File: src/rtl/nested_counter_pkg.sv
// Shared types and default sizes for the nested loop counter.
package nested_counter_pkg;

  localparam int unsigned WORD_SIZE_DEF  = 16;
  localparam int unsigned NUM_LEVELS_DEF = 2;

  typedef enum logic {
    eIDLE = 1'b0,
    eRUN  = 1'b1
  } state_e;

  typedef logic [NUM_LEVELS_DEF-1:0][WORD_SIZE_DEF-1:0] count_vec_t;

endpackage

File: src/rtl/nested_counter_if.sv
// Control and tuple handshake bundle of the nested loop counter.
interface nested_counter_if #(
  parameter int unsigned WORD_SIZE  = 16,
  parameter int unsigned NUM_LEVELS = 2
);

  logic                                  start_i;
  logic                                  continuous_i;
  logic                                  abort_i;
  logic [NUM_LEVELS-1:0][WORD_SIZE-1:0]  limit_i;
  logic                                  ready_i;
  logic                                  valid_o;
  logic [NUM_LEVELS-1:0][WORD_SIZE-1:0]  count_o;
  logic [NUM_LEVELS-1:0]                 last_o;
  logic                                  idle_o;
  logic                                  done_o;

  // Controller side: drives requests, consumes tuples.
  modport master (
    output start_i, continuous_i, abort_i, limit_i, ready_i,
    input  valid_o, count_o, last_o, idle_o, done_o
  );

  // Counter side.
  modport slave (
    input  start_i, continuous_i, abort_i, limit_i, ready_i,
    output valid_o, count_o, last_o, idle_o, done_o
  );

endinterface

File: src/rtl/nested_counter_count_stage.sv
// One odometer digit: count register plus the limit latched at start.
module count_stage
  import nested_counter_pkg::*;
#(
  parameter int unsigned WORD_SIZE = WORD_SIZE_DEF
) (
  input  logic                 clk_i,
  input  logic                 reset_ni,
  input  logic                 i_clear,
  input  logic                 i_load,
  input  logic [WORD_SIZE-1:0] i_limit,
  input  logic                 i_step,
  output logic [WORD_SIZE-1:0] o_count,
  output logic                 o_at_limit,
  output logic                 o_carry
);

  logic [WORD_SIZE-1:0] r_count;
  logic [WORD_SIZE-1:0] r_limit;
  logic                 w_at_limit;

  assign w_at_limit = (r_count == r_limit);

  // Wrapping at the limit keeps the count in range, so the +1 never overflows.
  always_ff @(posedge clk_i or negedge reset_ni) begin
    if (!reset_ni) begin
      r_count <= '0;
      r_limit <= '0;
    end else if (i_load) begin
      r_count <= '0;
      r_limit <= i_limit;
    end else if (i_clear) begin
      r_count <= '0;
    end else if (i_step) begin
      r_count <= w_at_limit ? '0 : r_count + WORD_SIZE'(1);
    end
  end

  assign o_count    = r_count;
  assign o_at_limit = w_at_limit;
  assign o_carry    = i_step & w_at_limit;

endmodule

File: src/rtl/nested_counter.sv
// Multi-level nested loop counter presenting index tuples on a valid/ready handshake.
module nested_counter
  import nested_counter_pkg::*;
#(
  parameter int unsigned WORD_SIZE  = WORD_SIZE_DEF,
  parameter int unsigned NUM_LEVELS = NUM_LEVELS_DEF
) (
  input  logic             clk_i,
  input  logic             reset_ni,
  nested_counter_if.slave  bus
);

  state_e r_state;
  state_e w_state_next;
  logic   r_cont;
  logic   r_done;
  logic   w_valid;
  logic   w_load;
  logic   w_clear;
  logic   w_step0;
  logic   w_done_next;

  logic [NUM_LEVELS-1:0]                w_at_limit;
  logic [NUM_LEVELS-1:0]                w_carry;
  logic [NUM_LEVELS-1:0][WORD_SIZE-1:0] w_count;

  assign w_valid = (r_state == eRUN);

  // Abort wins over a simultaneous transfer, so it suppresses the step.
  assign w_step0 = w_valid & bus.ready_i & ~bus.abort_i;

  always_ff @(posedge clk_i or negedge reset_ni) begin
    if (!reset_ni) begin
      r_state <= eIDLE;
    end else begin
      r_state <= w_state_next;
    end
  end

  // The carry out of the top level marks the transfer of the final tuple.
  always_comb begin
    w_state_next = r_state;
    w_load       = 1'b0;
    w_clear      = 1'b0;
    w_done_next  = 1'b0;
    case (r_state)
      eIDLE: begin
        if (bus.start_i) begin
          w_state_next = eRUN;
          w_load       = 1'b1;
        end
      end
      eRUN: begin
        if (bus.abort_i) begin
          w_state_next = eIDLE;
          w_clear      = 1'b1;
        end else if (w_carry[NUM_LEVELS-1] && !r_cont) begin
          w_state_next = eIDLE;
          w_done_next  = 1'b1;
        end
      end
      default: begin
        w_state_next = eIDLE;
      end
    endcase
  end

  always_ff @(posedge clk_i or negedge reset_ni) begin
    if (!reset_ni) begin
      r_cont <= 1'b0;
      r_done <= 1'b0;
    end else begin
      r_done <= w_done_next;
      if (w_load) begin
        r_cont <= bus.continuous_i;
      end
    end
  end

  for (genvar gi = 0; gi < NUM_LEVELS; gi++) begin : g_stage
    logic w_step;
    if (gi == 0) begin : g_first
      assign w_step = w_step0;
    end else begin : g_chain
      assign w_step = w_carry[gi-1];
    end

    count_stage #(
      .WORD_SIZE (WORD_SIZE)
    ) u_stage (
      .clk_i      (clk_i),
      .reset_ni   (reset_ni),
      .i_clear    (w_clear),
      .i_load     (w_load),
      .i_limit    (bus.limit_i[gi]),
      .i_step     (w_step),
      .o_count    (w_count[gi]),
      .o_at_limit (w_at_limit[gi]),
      .o_carry    (w_carry[gi])
    );
  end

  assign bus.valid_o = w_valid;
  assign bus.count_o = w_count;
  assign bus.last_o  = {NUM_LEVELS{w_valid}} & w_at_limit;
  assign bus.idle_o  = (r_state == eIDLE);
  assign bus.done_o  = r_done;

endmodule

File: src/flat_wrapper.sv
// flat-port wrapper written by rule: the top's interface ports become plain ports
module nested_counter_flat import nested_counter_pkg::*;
#(
  parameter int unsigned WORD_SIZE  = WORD_SIZE_DEF,
  parameter int unsigned NUM_LEVELS = NUM_LEVELS_DEF
)
  (clk_i, reset_ni, bus_start_i, bus_continuous_i, bus_abort_i, bus_limit_i, bus_ready_i, bus_valid_o, bus_count_o, bus_last_o, bus_idle_o, bus_done_o);
  nested_counter_if #(.WORD_SIZE(WORD_SIZE), .NUM_LEVELS(NUM_LEVELS)) bus_i ();
  input  logic clk_i;
  input  logic reset_ni;
  input wire logic [$bits(bus_i.start_i)-1:0] bus_start_i;
  input wire logic [$bits(bus_i.continuous_i)-1:0] bus_continuous_i;
  input wire logic [$bits(bus_i.abort_i)-1:0] bus_abort_i;
  input wire logic [$bits(bus_i.limit_i)-1:0] bus_limit_i;
  input wire logic [$bits(bus_i.ready_i)-1:0] bus_ready_i;
  output wire logic [$bits(bus_i.valid_o)-1:0] bus_valid_o;
  output wire logic [$bits(bus_i.count_o)-1:0] bus_count_o;
  output wire logic [$bits(bus_i.last_o)-1:0] bus_last_o;
  output wire logic [$bits(bus_i.idle_o)-1:0] bus_idle_o;
  output wire logic [$bits(bus_i.done_o)-1:0] bus_done_o;
  assign bus_i.start_i = bus_start_i;
  assign bus_i.continuous_i = bus_continuous_i;
  assign bus_i.abort_i = bus_abort_i;
  assign bus_i.limit_i = bus_limit_i;
  assign bus_i.ready_i = bus_ready_i;
  assign bus_valid_o = bus_i.valid_o;
  assign bus_count_o = bus_i.count_o;
  assign bus_last_o = bus_i.last_o;
  assign bus_idle_o = bus_i.idle_o;
  assign bus_done_o = bus_i.done_o;
  nested_counter #(.WORD_SIZE(WORD_SIZE), .NUM_LEVELS(NUM_LEVELS)) u_core (.clk_i(clk_i), .reset_ni(reset_ni), .bus(bus_i));
endmodule
File: config.mk
export PLATFORM = sky130hd
export DESIGN_NAME = nested_counter_flat
export DESIGN_NICKNAME = d
export VERILOG_FILES = /design/src/rtl/nested_counter_pkg.sv /design/src/rtl/nested_counter_if.sv /design/src/rtl/nested_counter_count_stage.sv /design/src/rtl/nested_counter.sv /design/src/flat_wrapper.sv
export SDC_FILE = /design/constraint.sdc
export NUM_CORES = 1
export LEC_CHECK = 0
export CAP_MARGIN = 20
export CELL_PAD_IN_SITES_DETAIL_PLACEMENT = 1
export CELL_PAD_IN_SITES_GLOBAL_PLACEMENT = 1
export CORE_MARGIN = 2
export CORE_UTILIZATION = 39
export CTS_CLUSTER_SIZE = 25
export DETAILED_ROUTE_END_ITERATION = 8
export GPL_ROUTABILITY_DRIVEN = 0
export MAX_ROUTING_LAYER = met4
export PLACE_DENSITY_LB_ADDON = 0.3
export SLEW_MARGIN = 20
export SYNTH_ARGS = -nofsm -noshare
export SYNTH_HDL_FRONTEND = slang
export SYNTH_SLANG_ARGS = --single-unit
File: constraint.sdc
create_clock -name clk_i -period 3 [get_ports clk_i]
set_clock_uncertainty 0.2 [all_clocks]
set_input_delay 0.45 -clock clk_i [delete_from_list [all_inputs] [get_ports clk_i]]
set_output_delay 0.45 -clock clk_i [all_outputs]
set_load 0.05 [all_outputs]
==> summary.txt, run 1 <==
Status = completed
Crit path max fanout = 10
Root Driver = clkbuf_8
Sink Count = 67
TritonCTS clock tree = done
Area Overhead vs Synth = 31.6%
FF+latch count, synth = 67
TritonRoute pass-1 iters = 4
Max Cap Viol = 0
Post-DP HPWL = 6330 um
Number of H-tree levels = 3
Setup CP Type = register to primary output
Multi-input gate area = 0.00166 mm^2
Max clock buf depth = 2
1st-iter DRT viols = 85
Max Slew Vio Count = 0
Final Hold Fails = 0
Avg Cell Area, Syn = 11.1 um^2
IO Pins = 75
Core area = 0.00859 mm^2
Post-CTS Setup Bufs = 0
GRT met1 Usage = 24.1%
Worst min-delay path category = register to register
WL per Instance = 17.5 um
Cell Area, Synth = 0.00340 mm^2
Unique masters post-synth = 46
Final setup fails = 0
Flip-flop and latch area = 0.00168 mm^2
Final Cycle Share = 95.4%
Crit. End Element = primary output
Number of flops mapped to enable cells by yosys = 0
Global-route wire length before repair = 14800 um
Fill cells = 939
GR peak layer = met2
Vias/cell = 5.28
Worst-skew pair later-pin latency = 0.35 ns
Die Height = 97.3 um
Seq/Total Area, Yosys = 49.4%
Largest net degree at the start of global routing = 44
Detail Route Antenna Nets = 0
IO Port Bufs = 74
Minimum clock period = 2.86 ns
Cell count after synthesis = 306
Initial antenna violation count = 0
Post-route DRC violation count = 0
Cell Rows = 34
RSZ-0062 raised after global routing = false
Met2 Track Usage GR = 34.5%
Worst vdd ir = 0.206 mV
Worst setup SP type = register
Synth async-reset ratio = 100%
Synth warn = 0
Leak pwr = 1.71 nW
Vias in the first global route = 2917
Grt total ovfl = 0
TNS Setup = 0 ns
Chip width = 97.3 um
N_diodes = 0
Tot Pwr = 2.19 mW
FMAX = 349 MHz
Commonest register cell after synthesis = dfrtp_1
Worst Tran Pin Value = 0.600 ns
Nets = 423
DR vias = 2620
Critical Path AT = 2.21 ns
Syn Nets = 346
DRT Wirelength = 8690 um
CP required = 2.35 ns
Met3 usage = 4.46%
Pwr Density = 491 mW/mm^2
Initial core utilization = 39.5%
Layout cell share with drive strength beyond 1 = 17.5%
Worst-path clk slew = 0.08 ns
CTS Buf Count = 9
Die footprint = 0.00947 mm^2
Max transition margin = 60.0%
GRT Overall Usage = 20.2%
==> cell usage in the layout, fill, tap and decap left out, types with 9 or more instances in the layout <==
master / count
mux2_2: 35
nand2_1: 13
nand3_1: 17
clkbuf_8: 9
o211ai_1: 11
nor2_1: 26
xnor2_1: 37
clkdlybuf4s50_1: 71
nand4_1: 10
dfrtp_1: 67
==> worst max-delay path, stage by stage (launching register included) <==
cell,delay (ns)
dfrtp_1,0.46
xnor2_1,0.18
nand4_1,0.20
or4_4,0.64
nor2_1,0.21
buf_12,0.17
==> report_power, final <==
part / internal (mW) / switching, mW / total [mW]
combinational: 0.232 / 0.182 / 0.414
clock: 0.303 / 0.381 / 0.684
sequential: 1.01 / 0.0840 / 1.09
total: 1.54 / 0.647 / 2.19
==> path summary, 6_finish.rpt <==
kind,startpoint,end,slack (ns),cells past startpoint
max,u_core.g_stage[0].u_stage.o_count[3],bus_last_o[0],0.14,5
min,u_core.r_cont,u_core.bus.done_o,0.26,1
max reg2reg,u_core.g_stage[0].u_stage.o_count[3],u_core.g_stage[1].u_stage.o_count[14],0.50,6
min reg2reg,u_core.r_cont,u_core.bus.done_o,0.26,1
max in group asynchronous,reset_ni,u_core.g_stage[1].u_stage.r_limit[15],1.52,3
min in group asynchronous,reset_ni,u_core.g_stage[1].u_stage.o_count[3],0.43,2
==> timing repair <==
item | in CTS | in global routing
endpoints found under the hold margin | 24 | 0
setup endpoints to repair | 1 | 0
gates resized for setup | 1 | 0
hold buffers | 1 | 0
==> registers in the layout, summed over array words and instances (netlist names) <==
| name | count |
|---|---|
| u_core.bus.valid_o | 1 |
| u_core.bus.done_o | 1 |
| u_core.g_stage.u_stage.o_count | 32 |
| u_core.g_stage.u_stage.r_limit | 32 |
| u_core.r_cont | 1 |
==> synthesized netlist by cell type (all sizes together) (4+ instances only) <==
library cell	number	area, um^2
buf	6	38.8
o41ai	7	61.3
nand4	10	62.6
mux2	35	394
o211ai	11	82.6
nand2	13	48.8
nor2b	6	37.5
and3	9	57.6
xnor2	37	324
xor2	8	70.1
nor3	4	20.0
dfrtp	67	1680
nand3	17	85.1
clkbuf	8	30.0
nor2	26	97.6
a21oi	8	43.8
==> logic make-up (layout without fill, tap and decap cells) <==
family,count (synthesis),in the layout,share of synthesized area (%)
compound gates,38,38,8.29
flops,67,67,49.4
buf+inv,16,98,2.25
xor+xnor,45,45,11.6
mux,36,36,11.9
simple gates,102,102,15.9
fa+ha+maj,2,2,0.737
==> through the flow <==
stage                     setup WS [ns]  instances  util (%)  instance area [um^2]  hold slack [ns]
final                             0.138        496      52.0                  4470            0.260
after global placement            0.337        479      49.8                  4280            0.234
after global routing             0.0379        496      52.0                  4470            0.287
after detailed placement          0.239        479      49.8                  4280            0.241
after CTS                         0.119        496      52.0                  4470            0.263
after floorplan                  0.0116        306         -                  3400          -0.0456
==> cell type report <==
| type | instances | area share, % |
|---|---|---|
| well taps | 108 | 3.02 |
| clock buffers | 9 | 2.77 |
| inverters | 2 | 0.168 |
| clock inverters | 7 | 1.20 |
| flip-flops and latches | 67 | 37.5 |
| repair buffers | 80 | 18.3 |
| multi-input cells | 223 | 37.1 |
==> routing by layer <==
metal	wire length (um)	vias to the layer above	part of all wire, %
met1	3760	1302	43
met5	0	-	0
met2	4490	57	52
li1	-	1250	-
met4	126	0	1.5
met3	315	11	3.6
Power figures use the tool's default switching activity.
==> run 2, diff against run 1 <==
CTS_CLUSTER_SIZE = unset   (was 25)
==> results of run 2 <==
Same layout as run 1: the final DEF is identical, and so are final timing and power.
==> run 3, diff against run 2 <==
CORE_MARGIN = unset   (was 2)
CORE_UTILIZATION = 49   (was 39)
DONT_BUFFER_PORTS = 1   (was unset)
RECOVER_POWER = 50   (was unset)
==> run 3 against run 2 <==
  * The flow now finishes with violations (max-capacitance violations, max-slew violations)
  * Register-to-register slack worse by 0.14 ns
  * Final area is 12% lower
  * Die area is 23% lower
  * Sequential cell count stayed put
  * Combinational power is 9.4% lower
  * Global-route usage is 8.5 points higher
  * Power is 5.5% higher
  * Clock power is 24% higher
  * Fmax is 1.3% lower
  * Setup slack worse by 0.037 ns
  * Clock-buffer cell count is 3 higher
  * Critical endpoint unchanged
  * Largest power group unchanged
==> summary.txt, run 3 (synthesized netlist as in run 1, its figures left out) <==
Fill cells = 699 (-26%)
Vias in the first global route = 2919 (+0.069%)
Layout cell share with drive strength beyond 1 = 23.1% (+5.6 points)
Global-route wire length before repair = 15000 um (+1.4%)
Nets = 385 (-9.0%)
WL per Instance = 21.7 um (+24%)
Critical Path AT = 2.25 ns (+0.04 ns)
Max transition margin = -10.8% (-71 points)
Die Height = 85.3 um (-12%)
Max clock buf depth = 2 (unchanged)
CTS Buf Count = 9 (unchanged)
Vias/cell = 6.02 (+14%)
Crit path cell chain = xnor2_1 -> nand4_1 -> or4_1 -> nor2_1 -> buf_4
Root Driver = clkbuf_8
Post-CTS Setup Bufs = 0 (unchanged)
Max Slew Vio Count = 68 (+68)
Switching pwr = 0.627 mW (-3.2%)
Max Cap Viol = 1 (+1)
Final setup fails = 0 (unchanged)
Number of H-tree levels = 3 (unchanged)
Detail Route Antenna Nets = 0 (unchanged)
Worst min-delay path category = primary input to register
TritonRoute pass-1 iters = 4 (unchanged)
1st-iter DRT viols = 147 (+73%)
DR vias = 2572 (-1.8%)
DRT Wirelength = 9270 um (+6.7%)
GRT Overall Usage = 28.7% (+8.5 points)
Commonest non-fill, non-tap cells in the layout = dfrtp_1 (67), xnor2_1 (37), mux2_2 (35), nor2_1 (26), buf_4 (22)
N_diodes = 0 (unchanged)
Setup CP Type = register to primary output
Crit path max-delay family = simple AND/OR/NAND/NOR gates
Most common cell after layout, fill and taps aside = dfrtp_1
Sink Count = 67 (unchanged)
Worst-skew pair later-pin latency = 0.36 ns (about the same)
Grt total ovfl = 0 (unchanged)
RSZ-0062 raised after global routing = false
CP max stage delay = 0.74 ns (+0.10 ns)
Violated checks = max-capacitance violations, max-slew violations
Die footprint = 0.00727 mm^2 (-23%)
Cell Rows = 29 (-15%)
Buf/Inv on CP = 1 (unchanged)
Area Overhead vs Synth = 15.3%
Largest net degree at the start of global routing = 68 (+55%)
Worst vdd ir = 0.349 mV (+70%)
TritonCTS clock tree = done
Final Hold Fails = 0 (unchanged)
Leak pwr = 1.58 nW (-7.8%)
Crit. End Element = primary output
Initial core utilization = 52.0% (+12 points)
Hold slack = 0.0347 ns (-0.225 ns)
Status = finished with violations
Post-route DRC violation count = 0 (unchanged)
Worst-path clk slew = 0.08 ns (about the same)
IO Port Bufs = 0 (-100%)
Post-DP HPWL = 6540 um (+3.4%)
Worst setup SP type = register
Pwr Density = 591 mW/mm^2 (+20%)
Worst path slowest cell = or4_1
Flop pwr share = 47.1% (-2.8 points)
Worst Tran Pin Value = 1.66 ns (+1.06 ns)
Initial antenna violation count = 0 (unchanged)
Sw Ratio = 27.1% (-2.4 points)
CP required = 2.35 ns (about the same)
Minimum clock period = 2.90 ns (+0.0372 ns)
IO Pins = 75 (unchanged)
Crit path max fanout = 10 (unchanged)
Comb pwr share = 16.2% (-2.7 points)
TNS Setup = 0 ns (unchanged)
Int Pwr = 1.69 mW (+9.1%)
FMAX = 345 MHz (-1.3%)
Final Cycle Share = 96.6% (+1.2 points)
Chip width = 85.3 um (-12%)
Multi-input gate area = 0.00165 mm^2 (-0.23%)
Clock Power Share = 36.7% (+5.5 points)
Core area = 0.00653 mm^2 (-24%)
Flip-flop and latch area = 0.00168 mm^2 (unchanged)
## run 3: power groups by stage
| stage | Sequential (mW) | Combinational, mW | Clock (mW) |
|---|---|---|---|
| after floorplan | 1.11 | 0.262 | 0 |
| after global placement | 1.10 | 0.340 | 0 |
| after detailed placement | 1.11 | 0.358 | 0 |
| after CTS | 1.09 | 0.388 | 0.859 |
| after global routing | 1.10 | 0.410 | 0.892 |
| final | 1.09 | 0.375 | 0.848 |
## run 3: layout make-up
class / instances / area share [%]
multi-input combinational: 223 / 42.2
timing repair buffer: 42 / 6.74
tap: 77 / 2.46
clock inverter: 4 / 1.88
sequential: 67 / 42.8
inverter: 2 / 0.192
clock buffer: 12 / 3.71
## run 3: path summary, 6_finish.rpt
kind	start	end	slack [ns]	cells past startpoint
min	bus_limit_i[31]	u_core.g_stage[1].u_stage.r_limit[15]	0.03	1
max	u_core.g_stage[0].u_stage.r_limit[3]	bus_last_o[0]	0.10	5
max in group asynchronous	reset_ni	u_core.g_stage[0].u_stage.r_limit[13]	0.69	2
min reg2reg	u_core.r_cont	u_core.bus.done_o	0.27	1
max reg2reg	u_core.g_stage[0].u_stage.o_count[2]	u_core.g_stage[0].u_stage.o_count[11]	0.36	7
min in group asynchronous	reset_ni	u_core.g_stage[1].u_stage.r_limit[8]	0.90	2
## run 3: timing repair
item / in CTS / in global routing
endpoints found under the hold margin: 67 / 0
hold buffers: 2 / 0
gates resized for setup: 0 / 0
## run 3: through the flow
stage	setup slack [ns]	instance area, um^2	util [%]	instances	total power [mW]
2_1_floorplan	0.0116	3400	-	306	1.37
3_3_place_gp	0.581	3750	57.4	409	1.44
3_5_place_dp	0.499	3750	57.4	409	1.47
4_1_cts	0.0954	4000	61.3	427	2.34
5_1_grt	0.00747	3920	60.0	427	2.40
6_report	0.101	3920	60.0	427	2.31
## run 3: routing by layer
| layer | track usage [%] | share of wire (%) | vias to the layer above |
|---|---|---|---|
| li1 | - | - | 1169 |
| met1 | 29.6 | 38 | 1315 |
| met2 | 51.1 | 54 | 65 |
| met3 | 7.30 | 5.1 | 23 |
| met4 | 13.5 | 3.0 | 0 |
| met5 | - | 0 | - |
